[src/rtl/serial_addsub.sv]
// Digit-serial adder/subtractor: operands are captured on start and summed LSB-first,
// DIGIT bits per clock, through one carry register.
module serial_addsub #(
  parameter int WIDTH = 8,
  parameter int DIGIT = 1
) (
  input  logic             clk,
  input  logic             rst,
  input  logic             start,
  input  logic             sub,
  input  logic [WIDTH-1:0] in_a,
  input  logic [WIDTH-1:0] in_b,
  output logic             busy,
  output logic             done,
  output logic [WIDTH-1:0] sum_out,
  output logic             carry_out,
  output logic             overflow
);

  localparam int NDIG = WIDTH / DIGIT;
  localparam int CW   = (NDIG > 1) ? $clog2(NDIG) : 1;
  localparam logic [CW-1:0] LAST_DIGIT = CW'(NDIG - 1);

  generate
    if (WIDTH < 2 || DIGIT < 1 || DIGIT > WIDTH || (WIDTH % DIGIT) != 0) begin : g_badParams
      $error("serial_addsub: WIDTH must be >= 2 and DIGIT must divide WIDTH");
    end
  endgenerate

  typedef enum logic [1:0] {IDLE, RUN, DONE} stateT;

  stateT            state_q, state_d;
  logic [WIDTH-1:0] aShift_q, aShift_d;
  logic [WIDTH-1:0] bShift_q, bShift_d;
  logic [WIDTH-1:0] partial_q, partial_d;
  logic [WIDTH-1:0] sum_q, sum_d;
  logic             carry_q, carry_d;
  logic             carryOut_q, carryOut_d;
  logic             ovf_q, ovf_d;
  logic [CW-1:0]    cnt_q, cnt_d;

  logic [DIGIT-1:0] digSum;
  logic             digCarry;
  logic             topCarryIn;
  logic             ripple;
  logic [WIDTH-1:0] partialNext;

  // Ripple over the current digit; the carry entering its top bit feeds overflow detection.
  always_comb begin
    ripple     = carry_q;
    digSum     = '0;
    topCarryIn = 1'b0;
    for (int i = 0; i < DIGIT; i++) begin
      if (i == DIGIT - 1) topCarryIn = ripple;
      digSum[i] = aShift_q[i] ^ bShift_q[i] ^ ripple;
      ripple    = (aShift_q[i] & bShift_q[i]) | (ripple & (aShift_q[i] ^ bShift_q[i]));
    end
    digCarry    = ripple;
    partialNext = (partial_q >> DIGIT) | (WIDTH'(digSum) << (WIDTH - DIGIT));
  end

  always_comb begin
    state_d    = state_q;
    aShift_d   = aShift_q;
    bShift_d   = bShift_q;
    partial_d  = partial_q;
    sum_d      = sum_q;
    carry_d    = carry_q;
    carryOut_d = carryOut_q;
    ovf_d      = ovf_q;
    cnt_d      = cnt_q;

    case (state_q)
      IDLE, DONE: begin
        state_d = IDLE;
        if (start) begin
          // Subtraction is A + ~B + 1, with the +1 supplied by the initial carry.
          aShift_d  = in_a;
          bShift_d  = sub ? ~in_b : in_b;
          carry_d   = sub;
          cnt_d     = '0;
          partial_d = '0;
          state_d   = RUN;
        end
      end
      RUN: begin
        aShift_d  = aShift_q >> DIGIT;
        bShift_d  = bShift_q >> DIGIT;
        partial_d = partialNext;
        carry_d   = digCarry;
        cnt_d     = cnt_q + CW'(1);
        if (cnt_q == LAST_DIGIT) begin
          sum_d      = partialNext;
          carryOut_d = digCarry;
          ovf_d      = topCarryIn ^ digCarry;
          state_d    = DONE;
        end
      end
      default: state_d = IDLE;
    endcase
  end

  always_ff @(posedge clk) begin
    if (rst) begin
      state_q    <= IDLE;
      aShift_q   <= '0;
      bShift_q   <= '0;
      partial_q  <= '0;
      sum_q      <= '0;
      carry_q    <= 1'b0;
      carryOut_q <= 1'b0;
      ovf_q      <= 1'b0;
      cnt_q      <= '0;
    end else begin
      state_q    <= state_d;
      aShift_q   <= aShift_d;
      bShift_q   <= bShift_d;
      partial_q  <= partial_d;
      sum_q      <= sum_d;
      carry_q    <= carry_d;
      carryOut_q <= carryOut_d;
      ovf_q      <= ovf_d;
      cnt_q      <= cnt_d;
    end
  end

  assign busy      = (state_q == RUN);
  assign done      = (state_q == DONE);
  assign sum_out   = sum_q;
  assign carry_out = carryOut_q;
  assign overflow  = ovf_q;

endmodule
[config.mk]
export PLATFORM = sky130hd
export DESIGN_NAME = serial_addsub
export DESIGN_NICKNAME = d
export VERILOG_FILES = /design/src/rtl/serial_addsub.sv
export SDC_FILE = /design/constraint.sdc
export NUM_CORES = 1
export LEC_CHECK = 0
export ABC_AREA = 1
export BUFFER_PORTS_ARGS = -buffer_cell sky130_fd_sc_hd__buf_2
export CORE_MARGIN = 5
export CORE_UTILIZATION = 54
export CTS_BUF_LIST = sky130_fd_sc_hd__clkbuf_4 sky130_fd_sc_hd__clkbuf_8 sky130_fd_sc_hd__clkbuf_16
export CTS_CLUSTER_SIZE = 24
export DETAILED_ROUTE_END_ITERATION = 8
export PLACE_DENSITY = 0.78
export SYNTH_ARGS = -nofsm -noshare
export SYNTH_HDL_FRONTEND = slang
export SYNTH_SLANG_ARGS = --single-unit
export TNS_END_PERCENT = 5
[constraint.sdc]
create_clock -name clk -period 1.5 [get_ports clk]
set_clock_uncertainty 0.05 [all_clocks]
set_input_delay 0.15 -clock clk [delete_from_list [all_inputs] [get_ports clk]]
set_output_delay 0.15 -clock clk [all_outputs]
set_load 0.02 [all_outputs]
==> results.json <==
{
  "maxSlewHeadroom": 0.8124,
  "drive_gt1_frac": 0.1910,
  "syn_to_final_growth_pct": 18.10,
  "finalMaxSlewViolations": 0,
  "antenna_left": 0,
  "cts_sinks": 39,
  "max_freq_mhz": 698.4,
  "numCtsBuffers": 5,
  "placed_area_mm2": 0.001936,
  "critPathLaunchType": "register",
  "ir_worst_vdd_uv": 1034,
  "status": "complete, no violations",
  "core.rowCount": 20,
  "syn_area_per_cell_um2": 6.859,
  "globalRoute.totalOverflow": 0,
  "nets": 310,
  "holdPathStages": 4,
  "worst_pin_slew_ns": 0.2797,
  "fin_hold_ws_ns": 0.03241,
  "min_from": "in_b[7]",
  "rsz0062_at_grt": "no",
  "grt_start_max_net_pins": 28,
  "first_pass_iters": 4,
  "endpoint_kind": "output pin",
  "antenna_cells": 0,
  "rrSetupSlack_ns": 0.18,
  "synth_nets": 274,
  "tns_ns": 0,
  "pwr_density_cell_mw_per_mm2": 1022,
  "cp.arrival_ns": 1.23,
  "cp_max_fo": 27,
  "dpl.cell_count": 323,
  "netlist_instances": 251,
  "place.gp.congestion": 0.7625,
  "via_count": 1567,
  "final_cells": 332,
  "start_util": 0.5639,
  "io_buffers": 31,
  "grtUsageTotal": 0.1808,
  "critical_path_class": "reg2out",
  "ys_types": 21,
  "regToRegStartpoint": "cnt_q[0]",
  "wl_per_cell_um": 10.36,
  "power_leakage_nw": 1.055,
  "hold_path_class": "in2reg",
  "cts_tree": "built",
  "yosysSeqAreaShare": 0.4535,
  "hold_viol": 0,
  "ioPinCount": 32,
  "antenna_found_initial": 0,
  "syn-cell-area_mm2": 0.001722,
  "insertion_delay_ns": 0.35,
  "setup_slack_ns": 0.06823,
  "viasPerCell": 4.720,
  "fin_crit_ns": 1.432,
  "htree_levels": 2,
  "wl_um": 3439,
  "die_x_um": 66.47,
  "r2r_cells": 8,
  "crit_required_ns": 1.30,
  "grt_pass1_vias": 1471,
  "die-area_mm2": 0.004418,
  "place_ws_ns": 0.1893,
  "root_buffer": "clkbuf_4",
  "max-cap-violations": 0,
  "fin_crit_sh": 0.9545,
  "rr_endpoint": "sum_out[7]",
  "hpwlAfterDp_um": 2392,
  "grt_pass1_wl_um": 6127,
  "ys_ff_latch": 39,
  "drc_errors": 0,
  "first_iter_violations": 89,
  "ys_warn_count": 0,
  "clk_pin_slew_worst_paths_ns": 0.12,
  "finalSetupViolCount": 0,
  "coreArea_mm2": 0.003053,
  "worstHoldEndpoint": "bShift_q[7]",
  "stdcell_area_mm2": 0.002033,
  "die_h_um": 66.47,
  "clk_path_buf_depth": 2
}
[per-layer routing]
metal | GRT usage | routed length [um] | up-vias
li1 | - | - | 841
met1 | 0.2031 | 1609 | 696
met2 | 0.3147 | 1633 | 25
met3 | 0.05565 | 138 | 5
met4 | 0.07360 | 58 | 0
met5 | 0 | 0 | -
[cell usage in the layout, fill, tap and decap left out, types with 2 or more instances in the layout]
cell type and n:
a21oi_1 21, buf_2 30, buf_4 5, clkbuf_4 5
clkinv_2 2, dfxtp_1 38, ha_1 2, inv_1 26
inv_2 3, nand2_1 105, nand2_2 2, nand3_1 27
nor2_1 7, nor2_2 2, o21ai_0 3
[cells by family after synthesis]
| family | count (synthesis) | synth area share |
|---|---|---|
| AO/OA/AOI/OAI | 24 | 0.06976 |
| adder cells (fa/ha/maj) | 3 | 0.02616 |
| AND/OR/NAND/NOR | 145 | 0.3503 |
| XOR/XNOR | 1 | 0.005088 |
| flip-flops | 39 | 0.4535 |
| buffers and inverters | 39 | 0.09519 |
[flip-flops by register name (all words and copies together), names as in the netlist]
name,count
aShift_q,8
sum_out,8
cnt_q,3
carry_q,1
partial_q,7
overflow,1
state_q,2
bShift_q,8
carry_out,1
[how the worst max path moves through the flow]
stage | from | cells past startpoint | endpoint | slack (ns)
CTS | state_q[0] | 4 | busy | 0.03
global route | state_q[0] | 4 | busy | 0.01
detailed placement | cnt_q[0] | 7 | sum_out[0] | 0.19
global placement | aShift_q[0] | 4 | overflow | 0.21
finish | state_q[0] | 4 | busy | 0.07
floorplan | aShift_q[0] | 4 | overflow | 0.26
[cells in the mapped netlist (all sizes together)]
cell type	instances	area share
a21oi	21	0.061
buf	4	0.018
clkbuf	4	0.0087
clkinv	2	0.0051
dfxtp	39	0.45
fa	1	0.012
ha	2	0.015
inv	29	0.063
nand2	108	0.24
nand3	27	0.078
nor2	10	0.029
o21ai	3	0.0087
xor2	1	0.0051
[layout make-up]
class | count | area (um^2)
Sequential cell | 39 | 784.5
Timing Repair Buffer | 37 | 217.7
Fill cell | 315 | 1020
Clock buffer | 5 | 37.54
Inverter | 31 | 117.6
Multi-Input combinational cell | 173 | 777.0
Tap cell | 44 | 55.05
Clock inverter | 3 | 43.79
[where the power goes]
group	switching [mW]	internal [mW]	leakage, nW	total (mW)
clock	0.365	0.351	0.0452	0.715
sequential	0.0262	1.08	0.318	1.10
combinational	0.156	0.103	0.691	0.259
total	0.547	1.53	1.05	2.08
[worst max-delay path, stage by stage, from the launching register on]
cell     delay [ns]
dfxtp_4        0.39
inv_2          0.06
nor2_4         0.10
buf_12         0.17
buf_4          0.16
[per-stage QoR]
stage               total power, mW  utilization
floorplan                     1.304            -
global placement              1.381       0.6340
detailed placement            1.385       0.6340
CTS                           2.090       0.6643
global route                  2.176       0.6660
finish                        2.078       0.6660
[repair_timing]
action | in CTS | in global routing
buffers inserted | 0 | 0
pin swaps | 0 | 0
endpoints found under the setup margin | 1 | 1
hold buffers | 1 | 0
endpoints found under the hold margin | 1 | 0
cloned | 0 | 0
gates resized for setup | 1 | 2
No activity file was read; power rests on OpenSTA's default activity.
